### config.mk
export PLATFORM = sky130hd
export DESIGN_NAME = muldiv_unit
export DESIGN_NICKNAME = d
export VERILOG_FILES = /design/src/rtl/rv_pkg.sv /design/src/rtl/muldiv_divider.sv /design/src/rtl/muldiv_unit.sv
export SDC_FILE = /design/constraint.sdc
export NUM_CORES = 2
export LEC_CHECK = 0
export CAP_MARGIN = 10
export CORE_UTILIZATION = 45
export CTS_BUF_LIST = sky130_fd_sc_hd__clkbuf_8 sky130_fd_sc_hd__clkbuf_16
export DETAILED_ROUTE_END_ITERATION = 10
export PLACE_DENSITY = 0.63
export SYNTH_ARGS = -nofsm -noshare
export SYNTH_HDL_FRONTEND = slang
export SYNTH_HIERARCHICAL = 1
export SYNTH_SLANG_ARGS = --single-unit
export TNS_END_PERCENT = 100
### constraint.sdc
create_clock -name clk_i -period 5.8 [get_ports clk_i]
set_input_delay 0.58 -clock clk_i [delete_from_list [all_inputs] [get_ports clk_i]]
set_output_delay 0.58 -clock clk_i [all_outputs]
set_load 0.02 [all_outputs]
### src/rtl/rv_pkg.sv
// Shared RV32 definitions: XLEN, the RV32M funct3 operation encoding and the
// mul/div sequencer state encoding.
package rv_pkg;

   localparam int unsigned XLEN = 32;

   typedef enum logic [2:0] {
      OP_MUL    = 3'b000,
      OP_MULH   = 3'b001,
      OP_MULHSU = 3'b010,
      OP_MULHU  = 3'b011,
      OP_DIV    = 3'b100,
      OP_DIVU   = 3'b101,
      OP_REM    = 3'b110,
      OP_REMU   = 3'b111
   } muldiv_op_e;

   typedef enum logic [1:0] {
      ST_IDLE = 2'd0,
      ST_DIV  = 2'd1,
      ST_DONE = 2'd2
   } muldiv_state_e;

   function automatic logic [XLEN-1:0] twos_neg(input logic [XLEN-1:0] v);
      return -v;
   endfunction

endpackage

### src/rtl/muldiv_divider.sv
// Unsigned radix-2 restoring divider datapath. load_i captures the operands,
// each step_i retires one quotient bit; quotient_o/remainder_o show the step result.
module muldiv_divider
   import rv_pkg::*;
(
   input  logic            clk_i,
   input  logic            rst_n_i,
   input  logic            load_i,
   input  logic            step_i,
   input  logic [XLEN-1:0] dividend_i,
   input  logic [XLEN-1:0] divisor_i,
   output logic            last_o,
   output logic [XLEN-1:0] quotient_o,
   output logic [XLEN-1:0] remainder_o
);

   logic [XLEN-1:0] rem_q, rem_d;
   logic [XLEN-1:0] quo_q, quo_d;
   logic [XLEN-1:0] dvs_q, dvs_d;
   logic [4:0]      cnt_q, cnt_d;

   logic [XLEN:0]   shifted;
   logic [XLEN:0]   diff;
   logic [XLEN-1:0] rem_next;
   logic [XLEN-1:0] quo_next;

   // Shifted remainder needs 33 bits; diff[XLEN] acts as the borrow of the trial subtract.
   always_comb begin
      shifted  = {rem_q, quo_q[XLEN-1]};
      diff     = shifted - {1'b0, dvs_q};
      rem_next = diff[XLEN] ? shifted[XLEN-1:0] : diff[XLEN-1:0];
      quo_next = {quo_q[XLEN-2:0], ~diff[XLEN]};
   end

   always_comb begin
      rem_d = rem_q;
      quo_d = quo_q;
      dvs_d = dvs_q;
      cnt_d = cnt_q;
      if (load_i) begin
         rem_d = '0;
         quo_d = dividend_i;
         dvs_d = divisor_i;
         cnt_d = '0;
      end else if (step_i) begin
         rem_d = rem_next;
         quo_d = quo_next;
         cnt_d = cnt_q + 5'd1;
      end
   end

   always_ff @(posedge clk_i or negedge rst_n_i) begin
      if (!rst_n_i) begin
         rem_q <= '0;
         quo_q <= '0;
         dvs_q <= '0;
         cnt_q <= '0;
      end else begin
         rem_q <= rem_d;
         quo_q <= quo_d;
         dvs_q <= dvs_d;
         cnt_q <= cnt_d;
      end
   end

   assign last_o      = (cnt_q == 5'd31);
   assign quotient_o  = quo_next;
   assign remainder_o = rem_next;

endmodule

### src/rtl/muldiv_unit.sv
// E-stage RV32M multiply/divide unit: single-cycle multiply and divide special
// cases, 32-cycle restoring divide, stall request while an operation is in flight.
module muldiv_unit
   import rv_pkg::*;
(
   input  logic            clk_i,
   input  logic            rst_n_i,
   input  logic            start_i,
   input  logic [2:0]      funct3_i,
   input  logic [XLEN-1:0] src_a_i,
   input  logic [XLEN-1:0] src_b_i,
   input  logic            flush_i,
   output logic            stall_o,
   output logic            done_o,
   output logic [XLEN-1:0] result_o
);

   muldiv_state_e   state_q, state_d;
   logic [XLEN-1:0] result_q, result_d;
   logic            rem_q, rem_d;
   logic            neg_q, neg_d;

   muldiv_op_e      op;
   logic            is_mul, is_rem, signed_div;
   logic            a_sgn, b_sgn;
   logic [63:0]     a_ext, b_ext, prod;
   logic [XLEN-1:0] mul_res;
   logic            div_by_zero, div_ovf;
   logic [XLEN-1:0] spec_res;
   logic [XLEN-1:0] a_abs, b_abs;
   logic            neg_flag;

   logic            div_load, div_step, div_last;
   logic [XLEN-1:0] div_quo, div_rem, div_raw, div_res;

   assign op         = muldiv_op_e'(funct3_i);
   assign is_mul     = ~funct3_i[2];
   assign is_rem     = funct3_i[1];
   assign signed_div = (op == OP_DIV) || (op == OP_REM);

   // Operands are extended to 64 bits so one unsigned multiply covers all signedness mixes.
   always_comb begin
      a_sgn   = (op == OP_MULH) || (op == OP_MULHSU);
      b_sgn   = (op == OP_MULH);
      a_ext   = {{32{a_sgn & src_a_i[XLEN-1]}}, src_a_i};
      b_ext   = {{32{b_sgn & src_b_i[XLEN-1]}}, src_b_i};
      prod    = a_ext * b_ext;
      mul_res = (op == OP_MUL) ? prod[31:0] : prod[63:32];
   end

   always_comb begin
      div_by_zero = (src_b_i == '0);
      div_ovf     = signed_div && (src_a_i == 32'h8000_0000) && (src_b_i == '1);
      if (div_by_zero)
         spec_res = is_rem ? src_a_i : '1;
      else
         spec_res = is_rem ? '0 : 32'h8000_0000;
      a_abs    = (signed_div && src_a_i[XLEN-1]) ? twos_neg(src_a_i) : src_a_i;
      b_abs    = (signed_div && src_b_i[XLEN-1]) ? twos_neg(src_b_i) : src_b_i;
      neg_flag = is_rem ? (signed_div & src_a_i[XLEN-1])
                        : (signed_div & (src_a_i[XLEN-1] ^ src_b_i[XLEN-1]));
   end

   assign div_raw = rem_q ? div_rem : div_quo;
   assign div_res = neg_q ? twos_neg(div_raw) : div_raw;

   always_comb begin
      state_d  = state_q;
      result_d = result_q;
      rem_d    = rem_q;
      neg_d    = neg_q;
      div_load = 1'b0;
      div_step = 1'b0;
      case (state_q)
         ST_IDLE: begin
            if (start_i && !flush_i) begin
               if (is_mul) begin
                  result_d = mul_res;
                  state_d  = ST_DONE;
               end else if (div_by_zero || div_ovf) begin
                  result_d = spec_res;
                  state_d  = ST_DONE;
               end else begin
                  div_load = 1'b1;
                  rem_d    = is_rem;
                  neg_d    = neg_flag;
                  state_d  = ST_DIV;
               end
            end
         end
         ST_DIV: begin
            if (flush_i) begin
               state_d = ST_IDLE;
            end else begin
               div_step = 1'b1;
               if (div_last) begin
                  result_d = div_res;
                  state_d  = ST_DONE;
               end
            end
         end
         default: state_d = ST_IDLE;
      endcase
   end

   always_ff @(posedge clk_i or negedge rst_n_i) begin
      if (!rst_n_i) begin
         state_q  <= ST_IDLE;
         result_q <= '0;
         rem_q    <= 1'b0;
         neg_q    <= 1'b0;
      end else begin
         state_q  <= state_d;
         result_q <= result_d;
         rem_q    <= rem_d;
         neg_q    <= neg_d;
      end
   end

   muldiv_divider u_divider (
      .clk_i       (clk_i),
      .rst_n_i     (rst_n_i),
      .load_i      (div_load),
      .step_i      (div_step),
      .dividend_i  (a_abs),
      .divisor_i   (b_abs),
      .last_o      (div_last),
      .quotient_o  (div_quo),
      .remainder_o (div_rem)
   );

   assign stall_o  = ((state_q == ST_IDLE) && start_i && !flush_i) || (state_q == ST_DIV);
   assign done_o   = (state_q == ST_DONE) && !flush_i;
   assign result_o = result_q;

endmodule

Word-level counts from Yosys, hierarchy flattened
Cells that the tools add are included.

cells by class
  add/sub/neg operators = 5
  $mul = 1
  eq/ne operators = 14
  multiplexer cells = 34
  bitwise operators = 7
  reductions and logical operators = 21

operator list
  cell                                                                    number
  32-bit 2-to-1 mux                                                       18
  32-bit negation                                                         3
  32-bit equality test (second input constant)                            2
  33-bit by 33-bit multiplier with 64-bit output                          1
  32-bit one-hot mux with 2 select lines                                  1
  33-bit by 32-bit subtractor with 33-bit output                          1
  32-bit logical NOT                                                      1
  2-bit 2-to-1 mux                                                        5
  5-bit 2-to-1 mux                                                        2
  1-bit logical AND                                                       8
  1-bit 2-to-1 mux                                                        7
  3-bit equality test (second input constant)                             2
  2-bit inequality test (second input constant)                           3
  3-bit inequality test (second input constant)                           2
  5-bit by 1-bit adder with 5-bit output (second input constant)          1
  5-bit equality test (second input constant)                             1
  5-bit AND reduction                                                     1
  1-bit AND                                                               4
  1-bit logical OR                                                        4
  2-bit one-hot mux with 2 select lines                                   1
  4-bit AND reduction                                                     1
  2-bit nonzero test                                                      2
  3-bit by 1-bit equality test with 1-bit output (second input constant)  1
  3-bit by 2-bit equality test with 1-bit output (second input constant)  1
  8 further kinds                                                         9

storage, ports and cells
  register bits = 137
  input port bits = 71
  output and inout bits = 34
  word-level logic and storage cells = 90

Logic depth before layout (Yosys ltp)
  word-level depth = 10
  gate-level depth with buffers = 32
  depth with buffers taken out = 30

Modules after synthesis
The synthesis kept the hierarchy.

modules (own cells, without submodules)
  module          instances  cells an instance  area an instance (sq um)  sequential area each (sq um)
  muldiv_unit     1          5006               43294.0                   900.9
  muldiv_divider  1          768                6687.7                    2527.4

Worst setup path before layout
No wires, ideal clock.

  kind = in2reg
  from = in funct3_i[0]
  to = reg result_q[28] (netlist: result_o[28])
  library setup time = 0.127 ns
  arrival time = 8.637 ns
  data required time = 5.673 ns
  path slack = -2.963 ns
  stages on the path = 29
  path buffers = 4
  path through = clkbuf_1 > xnor2_1 > nor2_1 > clkbuf_1 > clkbuf_1 > nand2_1 > fa_1 > fa_1 > inv_1 > fa_1 > inv_1 > fa_1 > inv_1 > fa_1 > fa_1 > fa_1 > inv_1 > fa_1 > inv_1 > ha_1 > clkbuf_1 > a21oi_1 > o21ai_0 > a21o_1 > a211oi_1 > nand2_1 > o31ai_1 > mux2i_1 > o21ai_1

between the ends
  word-level cells in the longest chain between the ends = 8
  elaborated cells between the ends (all ways) = 19
  classes of those cells = mul (1); eq/ne (5); mux (4); bitwise (2); reduce/logical (7)

RTL lines
  element                                                                                                           RTL line                              RTL
  start, declared                                                                                                   muldiv_unit.sv:9                      input logic [2:0] funct3_i,
  3-bit by 1-bit equality test with 1-bit output or 3-bit by 2-bit equality test with 1-bit output (tied branches)  muldiv_unit.sv:43, muldiv_unit.sv:44
  1-bit logical OR                                                                                                  muldiv_unit.sv:43                     a_sgn = (op == OP_MULH) || (op == OP_MULHSU);
  1-bit AND                                                                                                         muldiv_unit.sv:45                     a_ext = {{32{a_sgn & src_a_i[XLEN-1]}}, src_a_i};
  33-bit by 33-bit multiplier with 64-bit output                                                                    muldiv_unit.sv:47                     prod = a_ext * b_ext;
  32-bit 2-to-1 mux                                                                                                 muldiv_unit.sv:48                     mul_res = (op == OP_MUL) ? prod[31:0] : prod[63:32];
  32-bit 2-to-1 mux                                                                                                 muldiv_unit.sv:77                     if (is_mul) begin
  32-bit 2-to-1 mux                                                                                                 muldiv_unit.sv:76                     if (start_i && !flush_i) begin
  32-bit one-hot mux with 2 select lines                                                                            muldiv_unit.sv:74                     case (state_q)
  end signal, assigned                                                                                              muldiv_unit.sv:114                    result_q <= result_d;
  end, declared                                                                                                     muldiv_unit.sv:19                     logic [XLEN-1:0] result_q, result_d;

Parallel ways exist; a longest one is shown, timed or not. The select of a mux whose other input is x is not followed.
A chain may end at the register's enable or synchronous reset.

Worst setup path after layout
  from = in funct3_i[0]
  to = reg result_q[29] (netlist: result_o[29])

Same word-level chain as after synthesis.

==> impl_metrics.toml <==
[synthesis]
synth_top_area_share_pct = 45.10
synth_area_per_cell_um2 = 8.656
yosysTopAreaCell = "fa_1"
synth_seq_cells = 137
ys_types = 94
synth_flop_cell = "dfrtp_1"
yosys_warnings = 6
synthTopCellsByArea = "fa_1, inv_1, nand2_1"
synth-edff-count = 0
async_flop_share_pct = 100.0
ys_seq_area_share_pct = 6.859
synth_fp_nets = 7222
syn-cell-area_um2 = 49980
syn_inst = 5774

[timing]
max_slew_margin_pct = 26.30
finalSetupViolCount = 32
worst_slack_ns = -1.955
drv_slew = 0
period_needed_ns = 7.755
worstMarginPinSlew_ns = 1.101
finalClockSkew_ns = 0.01386
grt_setup_unrepaired = "true"
period_share_pct = 133.7
finalHoldViolCount = 0
clock.fmax_mhz = 129.0

[place]
place_congestion = 0.9745
dp_hpwl_um = 136400
portBuffers = 104

[critical_path]
max_stage_delay_ns = 0.59
critPathArrivalTime_ns = 8.13
crit_fanout = 9
crit_required_ns = 6.17
crit_path_end_kind = "flop"
cp_common_cell = "fa_1"
cpMaxStageDelayCell = "fa_2"
crit_family = "adder cells"
path_class = "in2reg"
worst-path-buf-inv = 12
startpoint_type = "primary input"

[route]
drc = 0
routed_wl_um = 163800
antenna_left = 0
vias = 41610
avgRoutedWirePerCell_um = 21.11
drt_iter0_drc = 3172
vias_per_cell = 5.364
firstDrtPassIters = 5

[floorplan]
dieArea_um2 = 112400
io_pins = 105
initial_core_util_pct = 45.66
dieHeight_um = 335.3
dieWidth_um = 335.3
core.rowCount = 121
design.core.area_um2 = 109500

[global_routing]
grt_pass1_wl_um = 258400
grt_start_max_net_pins = 93
grt_pass1_vias = 44190
gr-total-overflow = 0
grt_usage_pct = 30.03
antenna_found_initial = 10

[cells_and_area]
final_nets = 7710
fin_util_pct = 55.50
area_growth_pct = 21.54
final_layout_size_suffix_gt1_share_pct = 19.70

[clock_tree]
cts_tree = "done"
hold_buffers = 0
clk_latency_ns = 0.45
cts.sinks = 137
root_buffer = "clkbuf_16"
max-clock-path-buffers = 2
cts_made_buffers = 17
clk_pin_slew_worst_paths_ns = 0.08
cts.htree.levels = 4

[outcome]
violations = "setup timing"
status = "finished, violations left"

[run]
cap_viol_max_count = 0

[min_path]
hold_path_class = "in2async"
[cells in the final DEF (no fill, tap or decap), drive strengths merged, types with 16 or more instances in the layout]
master         Yosys  final
a21oi            163    163
dfrtp            137    137
xnor2            118    118
nor2             192    192
mux2i             72     72
nand2            956    956
buf              122    811
inv             1226   1236
clkbuf           276     20
nor3              50     50
and3              16     16
mux2              28     28
clkdlybuf4s50      0     37
and2             311    311
nand4             33     33
a31oi             19     19
nand2b            31     31
fa              1126   1126
xor2              69     69
o21a              27     27
nand3             33     33
o21ai            201    201
o31ai             29     29
o211ai            18     18
a21o              56     56
ha               251    251
[per-layer routing]
layer	vias up	wire [um]	global-route usage [%]
met3	291	11530	4.152
met4	2	6485	10.79
li1	18280	-	-
met2	1533	76720	48.25
met5	-	13	0
met1	21510	69020	41.45
[registers in the layout (all words and copies together) (netlist names)]
| signal | flops |
|---|---|
| u_divider/cnt_q | 5 |
| u_divider/quo_q | 32 |
| rem_q | 1 |
| result_o | 32 |
| u_divider/dvs_q | 32 |
| state_q | 2 |
| neg_q | 1 |
| u_divider/rem_q | 32 |
[synthesized netlist by cell type, types with 12 or more instances]
master	instances
o21a_1	27
fa_1	1126
buf_2	27
nand3_1	33
mux2_2	20
nor3b_1	12
inv_1	1224
or4_1	13
a31oi_1	19
o21ai_1	20
o211ai_1	17
mux2i_1	72
nor2_1	192
and2_1	309
xor2_1	69
nand2b_1	31
o21ai_0	181
o31ai_1	28
a21oi_1	158
clkbuf_1	276
nor3_1	49
dfrtp_1	137
a21o_1	56
o21bai_1	13
buf_1	58
xnor2_1	118
or2_2	14
nand4_1	33
buf_4	31
nand2_1	955
ha_1	251
and3_1	16
a211oi_1	13
[cell type report]
cell class / instances / area (um^2)
Antenna cell: 7 / 17.52
Clock buffer: 17 / 425.4
Clock inverter: 15 / 168.9
Fill cell: 9760 / 48710
Inverter: 1228 / 4624
Multi-Input combinational cell: 4011 / 42060
Sequential cell: 137 / 3430
Tap cell: 1476 / 1847
Timing Repair Buffer: 867 / 8177
[cells by family (layout without fill, tap and decap cells)]
logic type / count (synthesis) / after routing / synth area share [%]
fa+ha+maj: 1377 / 1377 / 51.38
other cells: 0 / 7 / 0
flops: 137 / 137 / 6.859
compound gates: 638 / 638 / 8.123
buf+inv: 1626 / 2127 / 12.60
simple gates: 1709 / 1709 / 15.68
mux: 100 / 100 / 2.080
xor+xnor: 187 / 187 / 3.277
[worst reg2reg max path, delay by kind of cell (launching register included)]
kind	cells	cell delay [ns]
and+or+nand+nor	7	1.86
AOI/OAI and AO/OA	8	1.67
buffers and inverters	3	0.62
muxes	1	0.39
DFF	1	0.36
adders and majority gates	1	0.33
xor gates and xnor gates	1	0.25
[stage by stage]
stage | hold WS (ns) | cell area (um^2) | TNS, ns | cells | setup WS [ns]
final | 0.2220 | 60750 | -54.27 | 7758 | -1.955
after global placement | 0.4716 | 57270 | -87.43 | 7610 | -2.919
after floorplan | 0.2844 | 51470 | -52.64 | 5774 | -2.298
after global routing | 0.2940 | 60750 | -61.03 | 7757 | -2.212
after detailed placement | 0.4782 | 57270 | -89.67 | 7610 | -3.066
after CTS | 0.2664 | 60100 | -53.34 | 7729 | -1.890
[final timing paths]
path,cells after the start,startpoint,to,slack (ns)
worst max-delay path,32,funct3_i[0],result_o[29]$_DFFE_PN0P_,-1.95
worst min-delay path,1,rst_n_i,u_divider/dvs_q[7]$_DFFE_PN0P_,0.22
worst max register to register,21,u_divider/dvs_q[2]$_DFFE_PN0P_,result_o[30]$_DFFE_PN0P_,0.19
worst min register to register,2,result_o[5]$_DFFE_PN0P_,result_o[5]$_DFFE_PN0P_,0.50
max in group asynchronous,2,rst_n_i,u_divider/rem_q[12]$_DFFE_PN0P_,4.29
min in group clk_i,2,result_o[5]$_DFFE_PN0P_,result_o[5]$_DFFE_PN0P_,0.50
[timing repair]
action | 4_1_cts | 5_1_grt
pin swaps | 187 | 139
setup buffers | 88 | 28
endpoints found under the setup margin | 32 | 32
gates resized for setup | 410 | 114
cloned | 7 | 0
Power is left out: the tool's default activity adds up to more than one toggle a clock period on the data nets, which glitch-free logic cannot reach.
